File: config.mk
export PLATFORM = sky130hd
export DESIGN_NAME = rr_arbiter_8
export DESIGN_NICKNAME = d
export VERILOG_FILES = /design/src/rtl/arb_pkg.sv /design/src/rtl/rr_next_idx.sv /design/src/rtl/rr_arbiter_8.sv
export SDC_FILE = /design/constraint.sdc
export NUM_CORES = 1
export LEC_CHECK = 0
export CAP_MARGIN = 10
export CORE_MARGIN = 1
export CORE_UTILIZATION = 50
export DETAILED_ROUTE_END_ITERATION = 8
export GPL_TIMING_DRIVEN = 0
export PLACE_DENSITY_LB_ADDON = 0.05
export SKIP_CTS_REPAIR_TIMING = 1
export SLEW_MARGIN = 30
export SYNTH_ARGS = -nofsm -noshare
export SYNTH_HDL_FRONTEND = slang
export SYNTH_SLANG_ARGS = --single-unit
File: constraint.sdc
create_clock -name clk -period 8.5 [get_ports clk]
set_input_delay 1.7 -clock clk [delete_from_list [all_inputs] [get_ports clk]]
set_output_delay 1.7 -clock clk [all_outputs]
set_load 0.005 [all_outputs]
File: src/rtl/arb_pkg.sv
// Shared definitions for the 8-way round-robin arbiter.
//   N      : number of requesters (fixed at 8 to match the 3x8 decoder)
//   IDX_W  : width of a requester index
//   IDLE / GRANT : FSM state encodings
package arb_pkg;

  localparam int N     = 8;
  localparam int IDX_W = 3;

  localparam logic [0:0] IDLE  = 1'b0;
  localparam logic [0:0] GRANT = 1'b1;

endpackage

File: src/rtl/rr_next_idx.sv
// Combinational round-robin search: finds the first set request bit
// starting just after the last owner and wrapping 7 -> 0.
// Ports:
//   req [7:0] : request vector
//   ptr [2:0] : index of the last released owner
//   nxt [2:0] : index chosen for the next grant (only meaningful when any=1)
//   any       : at least one request is set
module rr_next_idx
  import arb_pkg::*;
(
  input  logic [N-1:0]     req,
  input  logic [IDX_W-1:0] ptr,
  output logic [IDX_W-1:0] nxt,
  output logic             any
);

  logic [IDX_W-1:0] start;
  logic [N-1:0]     rot;
  logic [IDX_W-1:0] off;

  // NOTE: every variable assigned here gets a value on every path first,
  // otherwise synthesis infers a latch to hold the old value.
  always_comb begin
    start = ptr + 1'b1;
    rot   = '0;
    off   = '0;
    // Rotate so the requester right after ptr lands at bit 0; the index
    // truncation to IDX_W bits performs the modulo-8 wrap.
    for (int i = 0; i < N; i++) begin
      rot[i] = req[IDX_W'(i + int'(start))];
    end
    // Lowest set bit of the rotated vector wins: scan downward so the
    // last assignment is the lowest index.
    for (int i = N - 1; i >= 0; i--) begin
      if (rot[i]) off = IDX_W'(i);
    end
    nxt = start + off;
    any = |req;
  end

endmodule

File: src/rtl/rr_arbiter_8.sv
// Round-robin arbiter over 8 requesters with a watchdog on grant length.
// A grant is held until the owner pulses done or the grant has lasted
// TIMEOUT cycles; either way the bus goes idle for exactly one cycle and
// the releasing requester drops to lowest priority.
// Ports:
//   clk     : rising-edge clock
//   rst     : asynchronous reset, active-high
//   req     : request vector, bit i = requester i
//   done    : owner releases the grant (ignored while valid=0)
//   idx     : registered grant index, drives decoder input A
//   valid   : idx is a live grant
//   timeout : one-cycle pulse on a watchdog-forced release
//   busy    : combinational copy of valid
module rr_arbiter_8
  import arb_pkg::*;
#(
  parameter int TIMEOUT = 16,
  parameter int CNT_W   = 16
) (
  input  logic             clk,
  input  logic             rst,
  input  logic [N-1:0]     req,
  input  logic             done,
  output logic [IDX_W-1:0] idx,
  output logic             valid,
  output logic             timeout,
  output logic             busy
);

  logic [0:0]       state;
  logic [IDX_W-1:0] ptr;
  logic [CNT_W-1:0] cnt;
  logic [IDX_W-1:0] nxt;
  logic             any;

  rr_next_idx u_next (
    .req (req),
    .ptr (ptr),
    .nxt (nxt),
    .any (any)
  );

  // NOTE: state registers use non-blocking assignments so every register
  // samples pre-edge values, independent of statement order.
  always_ff @(posedge clk or posedge rst) begin
    if (rst) begin
      state   <= IDLE;
      idx     <= '0;
      valid   <= 1'b0;
      timeout <= 1'b0;
      ptr     <= IDX_W'(N - 1);  // first search after reset starts at 0
      cnt     <= '0;
    end else begin
      timeout <= 1'b0;
      case (state)
        IDLE: begin
          if (any) begin
            idx   <= nxt;
            valid <= 1'b1;
            cnt   <= '0;
            state <= GRANT;
          end
        end
        GRANT: begin
          if (done) begin
            // done has priority over the watchdog in the same cycle
            valid <= 1'b0;
            ptr   <= idx;
            state <= IDLE;
          end else if (cnt == CNT_W'(TIMEOUT - 1)) begin
            valid   <= 1'b0;
            timeout <= 1'b1;
            ptr     <= idx;
            state   <= IDLE;
          end else begin
            cnt <= cnt + 1'b1;
          end
        end
        default: state <= IDLE;
      endcase
    end
  end

  assign busy = valid;

endmodule

**Yosys cells after proc, flatten, opt, wreduce, memory -nomap -nowiden**

Cells that the tools add are included.

- Bits in registers: 25
- Latch bits: 0
- Memory bits (writable): 0
- Memory bits (read-only): 0
- Input port bits: 11
- Output and inout bits: 6
- Memories kept: 0

- $add $sub $neg: 10
- $mul: 0
- Div/mod/pow operators: 0
- Magnitude comparators: 8
- Equal/unequal tests: 5
- Shift-type cells: 0
- Multiplexer cells: 49
- Bitwise logic cells: 1
- Reduce and logical (&&, ||, !) cells: 6

Operators by type and width:

| cell | count |
|---|---|
| 2-to-1 mux 16 bit | 3 |
| < comparator 3 x 5 -> 1 bit (second input constant) | 8 |
| case mux 16 bit (2 select lines) | 1 |
| 2-to-1 mux 3 bit | 10 |
| 2-to-1 mux 1 bit | 25 |
| binary-select mux 1 bit (select 3 bit) | 8 |
| adder 16 x 1 -> 16 bit (second input constant) | 1 |
| equality test 16 x 4 -> 1 bit (second input constant) | 1 |
| adder 3 bit (first input constant) | 4 |
| OR reduction 8 bit | 1 |
| adder 2 x 3 -> 3 bit (first input constant) | 2 |
| != test 2 bit (second input constant) | 3 |
| AND reduction 2 bit | 3 |
| case mux 1 bit (2 select lines) | 2 |
| adder 1 x 3 -> 3 bit (first input constant) | 1 |
| adder 3 x 1 -> 3 bit (second input constant) | 1 |
| adder 3 bit | 1 |
| != test 3 x 2 -> 1 bit (second input constant) | 1 |
| AND reduction 3 bit | 1 |
| nonzero test 2 bit | 1 |
| inverter 1 bit | 1 |

**Logic depth before layout (Yosys ltp)**

- Word-level depth: 14
- Mapped depth: 16
- Depth with buffers taken out: 14

**Hierarchy**

A second synthesis with hierarchy kept.

- Cells, all modules: 167
- Area total of the unflattened synthesis: 1826.8 µm²

By module, submodules not included:

| module | instances | cells an instance | area each (µm²) | seq. area each (µm²) |
|---|---|---|---|---|
| rr_arbiter_8 | 1 | 116 | 1249.9 | 629.4 |
| rr_next_idx | 1 | 51 | 576.8 | 0.0 |

**Worst setup path before layout**

No wires, ideal clock.

- Path kind: input to register
- Start point: input req[3]
- End point: register idx[2]
- Library setup time: 0.137 ns
- Arrival time: 3.999 ns
- Data required time: 8.363 ns
- Slack: 4.364 ns
- Stages: 12
- Buffers on the path: 0
- Cells stage by stage: mux4_1 > mux2_2 > o21ai_1 > a32oi_1 > o21ai_1 > ha_1 > inv_1 > fa_1 > xnor2_1 > and4_1 > a32oi_1 > o311ai_1

- Longest elaborated chain between the ends: 12
- Elaborated cells on any way between the ends: 35

Ends and longest elaborated chain:

| item | RTL line | source |
|---|---|---|
| start, declared | rr_arbiter_8.sv:22 | `input logic [N-1:0] req,` |
| binary-select mux 1 bit (select 3 bit) | rr_next_idx.sv:30 | `rot[i] = req[IDX_W'(i + int'(start))];` |
| 2-to-1 mux 1 bit (implied by the code) (2 in a row) | rr_next_idx.sv:30 |  |
| 2-to-1 mux 3 bit (8 in a row) | rr_next_idx.sv:35 | `if (rot[i]) off = IDX_W'(i);` |
| adder 3 bit | rr_next_idx.sv:37 | `nxt = start + off;` |
| end signal, assigned | rr_arbiter_8.sv:58 | `idx <= nxt;` |
| end, declared | rr_arbiter_8.sv:24 | `output logic [IDX_W-1:0] idx,` |

Several ways; a longest one is shown, not always the timed one. The select of a mux whose other input is x is not followed.
A chain may end at the register's enable or synchronous reset.

**Worst setup path after layout**

Same ends and word-level chain as after synthesis.

==> results.md <==
* Status: finished, final reports clean
* Final setup margin at 3927 ps
* Largest net degree at the start of global routing at 26
* Cell Area, Synth at 0.001831 mm²
* Max IR drop VDD at 174.7 µV
* Pre-antenna DRT Iters at 4
* Routed wire length at ~3.5 mm
* Antenna Nets Post-Route at 0
* Register-to-Register Path Depth at 16
* PortBufs at 16
* Clk buf depth at 2
* Initial antenna violation count at 0
* Synthesized Nets at just under 200
* Met1 usage at 28.28%
* CTS tree: done
* Die width at roughly 63 µm
* Fraction of layout cells with a size suffix above 1 at approximately 12%
* CP Capture Type: flip-flop
* Die Ht at approximately 63 µm
* CTS sink count at 25
* Global-route usage over all layers at 19.96%
* Clock skew at 6.945 ps
* Placed cell count at 240
* Clock Latency Late Sink at 310 ps
* Crit start category: primary input
* Worst hold slack at slightly above 500 ps
* Worst-margin pin slew at just over 800 ps
* Num CTS Buffers at 3
* Async SR Flop Fraction at 100.0%
* Cell Rows at 21
* Hold Path Stages at 2
* Final hold vios at 0
* CTS root buf: clkbuf_4
* DIE AREA at approximately 0.004 mm²
* Pwr/cell area at 362.1 mW/mm²
* Setup TNS at 0 ps
* Most frequent cells in the layout: 22 x dfrtp_1, 19 x nor2_1, 16 x clkdlybuf4s50_1
* Max Freq at 218.7 MHz
* Final instance area at 0.002074 mm²
* Met3 Use GR at between 3 and 4%
* Crit share post-route at 53.80%
* DRC viols at 0
* HPWL Detailed at 2.753 mm
* Wire length of the first global-routing pass at 6.299 mm
* Synth Flop Type: dfrtp_1
* Minimum clock period at 4573 ps
* Per-cell routed wire length at ~14 µm
* Final GP Congestion at 0.8609
* Area growth from synthesis to layout at 13.33%
* Synthesized instance count at around 180
* Pre-CTS setup slack at between 3000 and 4000 ps
* WS Path Type: primary input to flip-flop
* Grt peak-use layer: met2
* Layout fillers at 283
* CORE AREA at 0.003416 mm²
* Crit-path max FO at 5
* Ports at 17
* Worst Path Arrival at 4760 ps
* Overflow after GRT at 0
* GR met2 Demand/Resource at between 30% and 40%
* Post-route insts no fill at roughly 240
* Vias at ~1500
* CP required at 8690 ps
* Final setup viols at 0
* Count of different cell masters after synthesis at 46
* Initial Utilization at 53.59%
* Commonest non-fill, non-tap cell in the layout: dfrtp_1
* Leakage at 0.8241 nW
* Nets@finish at about 220
* Clock transition at path regs at 120 ps
* Relative max-transition margin at 45.42%
* Worst Hold Class: flip-flop to flip-flop
* Max Cap Viol at 0
* N_diodes at 0
* Syn_area_per_cell at about 10 µm²
* H-tree depth at 1
* YS warnings at 0
* DP Area at 0.002048 mm²
* RSZ-0062 raised after global routing: false
* Initial drt markers at 50
* Slew Viols, Final at 0
* Vias per inst at 6.082
* Flops & latches, synth at 25
* Vias in the first global route at 1382
* Post-synthesis sequential area ratio at 34.38%
* Post-synth EDFFs at 0
-- worst paths after layout --
kind,from,end,slack (ps)
max,req[3],idx[2],3930
max in group asynchronous,rst,ptr[1],6410
min,idx[1],idx[1],520
max reg2reg,ptr[0],idx[2],4460
min in group asynchronous,rst,cnt[15],1730
min reg2reg,idx[1],idx[1],520
-- area by class of cell --
cell class	instances	area, µm²	share of cell area, %
repair buffers	16	160.2	7.720
flip-flops and latches	25	629.4	30.34
clock buffers	4	26.28	1.267
inverters	8	30.03	1.448
well taps	46	57.56	2.774
plain buffers	10	68.82	3.317
multi-input cells	135	1102	53.14
-- registers in the layout (all words and copies together) (netlist names) --
name	cells
busy	1
cnt	16
idx	3
ptr	3
state	1
timeout	1
-- per-stage QoR --
step	util, %	total power, mW
floorplan	-	0.5899
global placement	59.96	0.6830
detailed placement	59.96	0.6987
CTS	60.73	0.7501
global route	60.73	0.8155
finish	60.73	0.7512
-- critical path: stages --
cell,delay [ps]
clkdlybuf4s50_1,470
mux4_1,580
mux2_2,310
o21ai_1,170
a32oi_1,110
o21ai_1,170
ha_1,160
inv_1,40
fa_1,370
xnor2_1,170
and4_1,240
a32oi_1,140
o311ai_1,110
-- per-layer routing --
layer	share of wire [%]	vias up
met5	0	-
met4	0.98	0
met3	4.1	4
met2	45	44
met1	50	727
li1	-	709
-- power by group --
group	switching, mW	internal (mW)
clock network	0.0325	0.0183
registers	0.0213	0.150
logic	0.268	0.261
-- synth_stat cells (2+ instances only) --
master	number	area, µm²
mux2_1	2	22.52
o2111ai_1	2	17.52
o21ai_1	4	20.02
and4_1	3	26.28
mux2_2	2	22.52
nor3_1	4	20.02
nand3_1	8	40.04
a32oi_1	2	17.52
dfstp_2	3	78.83
buf_6	3	33.78
nand2_1	11	41.29
nor4_1	12	75.07
mux4_2	5	112.6
xnor2_1	8	70.07
dfrtp_1	22	550.5
xnor3_1	2	45.04
mux4_1	3	78.83
a21oi_1	2	10.01
o21ai_0	4	20.02
nor2b_1	2	12.51
clkbuf_1	4	15.01
nor2_1	19	71.32
mux2i_1	4	40.04
nand4_1	6	37.54
inv_1	8	30.03
nor4b_1	4	35.03
xor2_1	7	61.31
ha_1	4	50.05
-- logic make-up (layout without fill, tap and decap cells) --
| kind of cell | count (synthesis) | count (layout) | share of synthesized area, % |
|---|---|---|---|
| buffers and inverters | 18 | 38 | 5.400 |
| adder cells (fa/ha/maj) | 5 | 5 | 3.828 |
| flip-flops | 25 | 25 | 34.38 |
| multiplexers | 16 | 16 | 15.11 |
| AND/OR/NAND/NOR | 74 | 74 | 21.67 |
| AO/OA/AOI/OAI | 22 | 22 | 8.477 |
| XOR/XNOR | 18 | 18 | 11.14 |
Power figures use the tool's default switching activity.
